`config.mk`:
```
export PLATFORM = sky130hd
export DESIGN_NAME = alu_mc_flat
export DESIGN_NICKNAME = d
export VERILOG_FILES = /design/src/rtl/alu_mc_if.sv /design/src/rtl/alu_mc.sv /design/src/flat_wrapper.sv
export SDC_FILE = /design/constraint.sdc
export NUM_CORES = 1
export LEC_CHECK = 0
export CORE_UTILIZATION = 27
export DETAILED_ROUTE_END_ITERATION = 12
export GPL_TIMING_DRIVEN = 0
export HOLD_SLACK_MARGIN = 0.08
export PLACE_DENSITY = 0.53
export SETUP_SLACK_MARGIN = 0.15
export SYNTH_ARGS = -nofsm -noshare
export SYNTH_HDL_FRONTEND = slang
export SYNTH_SLANG_ARGS = --single-unit
```
`constraint.sdc`:
```
create_clock -name clk -period 3.4 [get_ports clk]
set_input_delay 1.02 -clock clk [delete_from_list [all_inputs] [get_ports clk]]
set_output_delay 1.02 -clock clk [all_outputs]
set_load 0.03 [all_outputs]
```
`src/rtl/alu_mc_if.sv`:
```
// Request/response bundle for the multi-cycle ALU.
// The master drives requests and accepts results; the slave is the ALU itself.
interface alu_mc_if #(
   parameter int WIDTH = 8
);
   logic                 in_valid;
   logic                 in_ready;
   logic [WIDTH-1:0]     A;
   logic [WIDTH-1:0]     B;
   logic [3:0]           select;
   logic                 out_valid;
   logic                 out_ready;
   logic [2*WIDTH-1:0]   result;
   logic                 carry;
   logic                 zflag;
   logic                 illegal;

   modport master (
      output in_valid, A, B, select, out_ready,
      input  in_ready, out_valid, result, carry, zflag, illegal
   );

   modport slave (
      input  in_valid, A, B, select, out_ready,
      output in_ready, out_valid, result, carry, zflag, illegal
   );
endinterface

```
`src/rtl/alu_mc.sv`:
```
// Multi-cycle ALU: single-cycle logic/arith/shift ops, WIDTH-cycle shift-add
// multiply. One request in flight; the result is held in DONE until consumed.
module alu_mc #(
   parameter int WIDTH = 8
) (
   input  logic    clk,
   input  logic    rst,
   alu_mc_if.slave bus
);
   localparam int SW = $clog2(WIDTH) + 1;   // shift amount width, B[$clog2(WIDTH):0]
   localparam int CW = $clog2(WIDTH + 1);   // multiplier bit counter width

   localparam logic [3:0] OP_ADD  = 4'd0;
   localparam logic [3:0] OP_SUB  = 4'd1;
   localparam logic [3:0] OP_MUL  = 4'd2;
   localparam logic [3:0] OP_AND  = 4'd3;
   localparam logic [3:0] OP_OR   = 4'd4;
   localparam logic [3:0] OP_NAND = 4'd5;
   localparam logic [3:0] OP_NOR  = 4'd6;
   localparam logic [3:0] OP_XOR  = 4'd7;
   localparam logic [3:0] OP_SHL  = 4'd8;
   localparam logic [3:0] OP_SHR  = 4'd9;

   typedef enum logic [1:0] {IDLE, MULT, DONE} state_t;

   state_t               state;
   state_t               state_next;
   logic                 in_ready;
   logic                 out_valid;

   logic [2*WIDTH-1:0]   mul_a;     // multiplicand, shifted left each step
   logic [WIDTH-1:0]     mul_b;     // multiplier, shifted right each step
   logic [2*WIDTH-1:0]   acc;
   logic [CW-1:0]        cnt;
   logic [2*WIDTH-1:0]   mul_sum;
   logic                 mult_last;

   logic [WIDTH:0]       sum;
   logic [WIDTH:0]       diff;
   logic [SW-1:0]        sh;
   logic [WIDTH:0]       shr_ext;   // A with one guard bit below: bit 0 is the last bit shifted out
   logic [2*WIDTH-1:0]   alu_res;
   logic                 alu_carry;
   logic                 alu_illegal;

   logic [2*WIDTH-1:0]   res_q;
   logic                 carry_q;
   logic                 zflag_q;
   logic                 illegal_q;

   assign sum       = {1'b0, bus.A} + {1'b0, bus.B};
   assign diff      = {1'b0, bus.A} - {1'b0, bus.B};   // diff[WIDTH] is the borrow
   assign sh        = bus.B[SW-1:0];
   assign shr_ext   = {bus.A, 1'b0} >> sh;
   assign mul_sum   = acc + (mul_b[0] ? mul_a : '0);
   assign mult_last = (cnt == CW'(WIDTH - 1));

   // Single-cycle ops evaluated straight off the request so they load on the accept edge.
   always_comb begin
      alu_res     = '0;
      alu_carry   = 1'b0;
      alu_illegal = 1'b0;
      case (bus.select)
         OP_ADD: begin
            alu_res   = {{(WIDTH-1){1'b0}}, sum};
            alu_carry = sum[WIDTH];
         end
         OP_SUB: begin
            alu_res   = {{WIDTH{1'b0}}, diff[WIDTH-1:0]};
            alu_carry = diff[WIDTH];
         end
         OP_MUL:  alu_res = '0;   // produced by the MULT sequence instead
         OP_AND:  alu_res = {{WIDTH{1'b0}}, bus.A & bus.B};
         OP_OR:   alu_res = {{WIDTH{1'b0}}, bus.A | bus.B};
         OP_NAND: alu_res = {{WIDTH{1'b0}}, ~(bus.A & bus.B)};
         OP_NOR:  alu_res = {{WIDTH{1'b0}}, ~(bus.A | bus.B)};
         OP_XOR:  alu_res = {{WIDTH{1'b0}}, bus.A ^ bus.B};
         OP_SHL:  alu_res = {{WIDTH{1'b0}}, bus.A} << sh;
         OP_SHR: begin
            alu_res   = {{WIDTH{1'b0}}, shr_ext[WIDTH:1]};
            alu_carry = shr_ext[0];
         end
         default: alu_illegal = 1'b1;
      endcase
   end

   // State register; reset aborts any operation in flight.
   always_ff @(posedge clk or posedge rst) begin
      if (rst) state <= IDLE;
      else     state <= state_next;
   end

   // Next state and handshake outputs.
   always_comb begin
      state_next = state;
      in_ready   = 1'b0;
      out_valid  = 1'b0;
      case (state)
         IDLE: begin
            in_ready = 1'b1;
            if (bus.in_valid) state_next = (bus.select == OP_MUL) ? MULT : DONE;
         end
         MULT: begin
            if (mult_last) state_next = DONE;
         end
         DONE: begin
            out_valid = 1'b1;
            if (bus.out_ready) state_next = IDLE;
         end
         default: state_next = IDLE;
      endcase
   end

   // Shift-add multiplier: one multiplier bit per cycle, always WIDTH steps.
   always_ff @(posedge clk or posedge rst) begin
      if (rst) begin
         mul_a <= '0;
         mul_b <= '0;
         acc   <= '0;
         cnt   <= '0;
      end else if (state == IDLE && bus.in_valid && bus.select == OP_MUL) begin
         mul_a <= {{WIDTH{1'b0}}, bus.A};
         mul_b <= bus.B;
         acc   <= '0;
         cnt   <= '0;
      end else if (state == MULT) begin
         acc   <= mul_sum;
         mul_a <= mul_a << 1;
         mul_b <= mul_b >> 1;
         cnt   <= cnt + CW'(1);
      end
   end

   // Result registers: loaded on a single-cycle accept or the last multiply step, held otherwise.
   always_ff @(posedge clk or posedge rst) begin
      if (rst) begin
         res_q     <= '0;
         carry_q   <= 1'b0;
         zflag_q   <= 1'b0;
         illegal_q <= 1'b0;
      end else if (state == IDLE && bus.in_valid && bus.select != OP_MUL) begin
         res_q     <= alu_res;
         carry_q   <= alu_carry;
         zflag_q   <= (alu_res == '0);
         illegal_q <= alu_illegal;
      end else if (state == MULT && mult_last) begin
         res_q     <= mul_sum;
         carry_q   <= 1'b0;
         zflag_q   <= (mul_sum == '0);
         illegal_q <= 1'b0;
      end
   end

   assign bus.in_ready  = in_ready;
   assign bus.out_valid = out_valid;
   assign bus.result    = res_q;
   assign bus.carry     = carry_q;
   assign bus.zflag     = zflag_q;
   assign bus.illegal   = illegal_q;
endmodule

```
`src/flat_wrapper.sv`:
```
// flat-port wrapper written by rule: the top's interface ports become plain ports
module alu_mc_flat 
#(
   parameter int WIDTH = 8
)
  (clk, rst, bus_in_valid, bus_A, bus_B, bus_select, bus_out_ready, bus_in_ready, bus_out_valid, bus_result, bus_carry, bus_zflag, bus_illegal);
  alu_mc_if #(.WIDTH(WIDTH)) bus_i ();
  input  logic clk;
  input  logic rst;
  input wire logic [$bits(bus_i.in_valid)-1:0] bus_in_valid;
  input wire logic [$bits(bus_i.A)-1:0] bus_A;
  input wire logic [$bits(bus_i.B)-1:0] bus_B;
  input wire logic [$bits(bus_i.select)-1:0] bus_select;
  input wire logic [$bits(bus_i.out_ready)-1:0] bus_out_ready;
  output wire logic [$bits(bus_i.in_ready)-1:0] bus_in_ready;
  output wire logic [$bits(bus_i.out_valid)-1:0] bus_out_valid;
  output wire logic [$bits(bus_i.result)-1:0] bus_result;
  output wire logic [$bits(bus_i.carry)-1:0] bus_carry;
  output wire logic [$bits(bus_i.zflag)-1:0] bus_zflag;
  output wire logic [$bits(bus_i.illegal)-1:0] bus_illegal;
  assign bus_i.in_valid = bus_in_valid;
  assign bus_i.A = bus_A;
  assign bus_i.B = bus_B;
  assign bus_i.select = bus_select;
  assign bus_i.out_ready = bus_out_ready;
  assign bus_in_ready = bus_i.in_ready;
  assign bus_out_valid = bus_i.out_valid;
  assign bus_result = bus_i.result;
  assign bus_carry = bus_i.carry;
  assign bus_zflag = bus_i.zflag;
  assign bus_illegal = bus_i.illegal;
  alu_mc #(.WIDTH(WIDTH)) u_core (.clk(clk), .rst(rst), .bus(bus_i));
endmodule
```
==> results.cfg, run 1 <==
[status]
outcome = complete, no violations

[clock_network]
clock_path_buffers = 2
worstSkewPairLatency_ns = 0.33
cts_buffers = 9
hold_buffers = 0
htreeDepth = 3
clock_sink_count = 65
root_buffer = clkbuf_16
clk_pin_slew_worst_paths_ns = 0.06
cts_tree = yes

[worst_setup_path]
crit_fanout = 10
reg2reg_depth = 11
cp_top_family = compound AO/OA/AOI/OAI gates
rrSetupSlack_ns = 0.30
end_kind = register
crit_type = in -> reg
crit_buf_inv = 2
worstSetupEndpoint = u_core.bus.zflag$_DFFE_PP0P_
startpoint = bus_select[3]
crit_required_ns = 3.62
slowest_stage = clkdlybuf4s50_1
start_kind = primary input
path_cells = clkdlybuf4s50_1 -> clkbuf_4 -> nor4b_4 -> nand2_1 -> a311oi_2 -> a211oi_1 -> o211ai_1 -> nor4_2 -> a22o_1 -> a41o_1
cp.depth = 10
crit_path_max_incr_delay_ns = 0.57
rr_startpoint = u_core.mul_b[0]$_DFFE_PP0P_
r2r_end = u_core.bus.zflag$_DFFE_PP0P_
cp.arrival_ns = 3.47

[layout]
multi_input_area_sq_um = 4170
layout-drive-gt1-share_pct = 19.1
nFillCells = 2223
n_antenna_cell = 0
final_cells = 1034
area_delta_synth_final_pct = 29.3
layout_common_cells = 89 x nand2_1, 64 x dfrtp_1, 45 x nor2_1
regArea_sq_um = 1630
final_nets = 823
final_common_cell = nand2_1

[route]
route.met3.wl_microns = 1060
wl_per_cell_microns = 19.4
drtAntennaViolNets = 0
remaining_drc_errors = 0
first_pass_iters = 5
wl_met1_microns = 9430
wl_met2_microns = 9230
drt-total-wl_microns = 20100
vias = 5649
vias_per_cell = 5.46
top_layer = met4
first_iter_violations = 406

[grt]
grt_overflow = 0
antenna_found_initial = 0
grtUsageTotal_pct = 18.5
grt_pass1_wl_microns = 31200
grt_pass1_vias = 5347
grt_max_degree = 66

[power_and_ir_drop]
p_leak_nw = 3.08
p_seq_share_pct = 31.2
switching_share_pct = 39.9
pwr_density_cell_nw_per_um2 = 551
power_switching_mw = 1.64
combinationalPowerShare_pct = 44.9
ir_worst_vdd_uv = 269
p_int_mw = 2.46
power.clock.fraction_pct = 23.9

[place]
gp_congestion = 0.921
placed_cells = 998
numPortBuffers = 44
dp_hpwl_microns = 14800

[logic_synthesis]
seq_area_frac_synth_pct = 28.3
synth_nets = 747
synth_area_per_cell_sq_um = 8.47
synth_edf_count = 0
async_reset_ff_share_pct = 100
synth_top_flop_cell = dfrtp_1
netlist_instances = 679
ys_ff_latch = 65
synth.distinct_cells = 77
syn_area_sq_um = 5750
yosys_warnings = 0

[timing]
timing.final.crit_period_ns = 3.25
fmax_mhz = 307
rsz0062_at_grt = yes
hold_ws_ns = 0.479
tightest_slew_ns = 0.838
fin_skew_ns = 0.00776
setup-violations-final = 0
maxSlewHeadroom_pct = 44.1
drv_slew = 0
finalSetupTns_ns = 0
finalHoldViolCount = 0
period_share_pct = 95.7

[run]
maxCapViolations = 0

[floorplan]
initial_core_util_pct = 27.5
rows = 53
design.portCount = 45
coreArea_sq_um = 21000
die-area_sq_um = 21900
die_h_microns = 148
die_w_microns = 148

[hold_path]
min-delay-path-class = reg -> reg
-- state kept, by name (all words and copies together) (netlist names) --
signal	cells
u_core.acc	16
u_core.bus.carry	1
u_core.bus.illegal	1
u_core.bus.result	16
u_core.bus.zflag	1
u_core.cnt	4
u_core.mul_a	16
u_core.mul_b	8
u_core.state	2
-- layer usage --
metal,vias up,global-route usage (%)
li1,2671,-
met2,170,28.6
met5,-,0
met1,2787,26.4
met3,21,3.27
met4,0,5.00
-- per-stage QoR --
stage	area (sq um)	worst slack, ns	total power, mW	utilization, %
after global routing	7440	0.0690	4.39	35.5
after floorplan	5760	0.151	2.41	-
after CTS	7310	0.135	4.04	34.9
final	7440	0.146	4.10	35.5
after global placement	6550	-1.21	2.94	31.3
after detailed placement	6550	-1.25	2.95	31.3
-- synthesized netlist by cell type, types with 15 or more instances --
master / n / share of area, %
o21ai_0: 32 / 2.8
clkbuf_1: 25 / 1.6
o22ai_1: 15 / 1.6
dfrtp_1: 65 / 28
nand2_1: 89 / 5.8
and2_1: 22 / 2.4
a221o_1: 16 / 2.8
nor2_1: 46 / 3.0
inv_1: 31 / 2.0
ha_1: 41 / 8.9
nor3_1: 18 / 1.6
a21oi_1: 33 / 2.9
-- repair_timing --
item,CTS,global route
hold endpoints to repair,0,0
setup buffers,19,2
endpoints found under the setup margin,18,9
resized for setup,126,36
pin swaps,19,22
-- cells by family (layout without fill, tap and decap cells) --
group                    count (synthesis)  after routing  synth area share [%]
multiplexers                            34             34                  8.20
buffers and inverters                   73            153                  5.09
AND/OR/NAND/NOR                        245            245                  21.1
adder cells (fa/ha/maj)                 44             44                  9.96
AO/OA/AOI/OAI                          196            196                  24.0
XOR/XNOR                                22             22                  3.35
flip-flops                              65             65                  28.3
-- how the worst min path moves through the flow --
stage | startpoint | end | slack (ns) | depth (start not counted)
after floorplan | u_core.mul_b[5]$_DFFE_PP0P_ | u_core.mul_b[5]$_DFFE_PP0P_ | 0.45 | 2
after global placement | u_core.mul_b[5]$_DFFE_PP0P_ | u_core.mul_b[5]$_DFFE_PP0P_ | 0.47 | 2
after detailed placement | u_core.mul_b[6]$_DFFE_PP0P_ | u_core.mul_b[6]$_DFFE_PP0P_ | 0.47 | 2
after CTS | u_core.mul_b[6]$_DFFE_PP0P_ | u_core.mul_b[6]$_DFFE_PP0P_ | 0.49 | 2
after global routing | u_core.mul_b[5]$_DFFE_PP0P_ | u_core.mul_b[5]$_DFFE_PP0P_ | 0.52 | 2
final | u_core.mul_b[5]$_DFFE_PP0P_ | u_core.mul_b[5]$_DFFE_PP0P_ | 0.48 | 2
-- worst register-to-register path, stage by stage, from the launching register on --
cell and delay [ns]:
dfrtp_2 0.46, buf_2 0.19, and2_1 0.19, ha_1 0.29, a211o_1 0.32, a211oi_1 0.29, o21ai_1 0.14, o21ai_0 0.20
o21ai_0 0.14, xnor2_1 0.40, nor4_1 0.11, a41o_1 0.25
-- power groups by stage --
| stage | Clock (mW) | Sequential (mW) | Combinational, mW |
|---|---|---|---|
| after floorplan | 0 | 1.28 | 1.13 |
| after global placement | 0 | 1.28 | 1.66 |
| after detailed placement | 0 | 1.28 | 1.67 |
| after CTS | 0.995 | 1.27 | 1.77 |
| after global routing | 1.04 | 1.32 | 2.03 |
| final | 0.980 | 1.28 | 1.84 |
-- final cells by class --
cell class                 instances  area share [%]
multi-input combinational        541            56.1
sequential                        65            21.9
timing repair buffer              65            7.97
tap                              275            4.62
buffer                            41            3.46
clock buffer                      10            3.08
inverter                          32            1.78
clock inverter                     5            1.09
No activity file was read; power rests on OpenSTA's default activity.
==> run 2, diff against run 1 <==
--- a/config.mk
+++ b/config.mk
@@ -11,6 +11,7 @@
 export HOLD_SLACK_MARGIN = 0.08
 export PLACE_DENSITY = 0.53
 export SETUP_SLACK_MARGIN = 0.15
+export SLEW_MARGIN = 5
 export SYNTH_ARGS = -nofsm -noshare
 export SYNTH_HDL_FRONTEND = slang
 export SYNTH_SLANG_ARGS = --single-unit
==> results of run 2 <==
Final layout, timing and power as in run 1 (identical DEF).
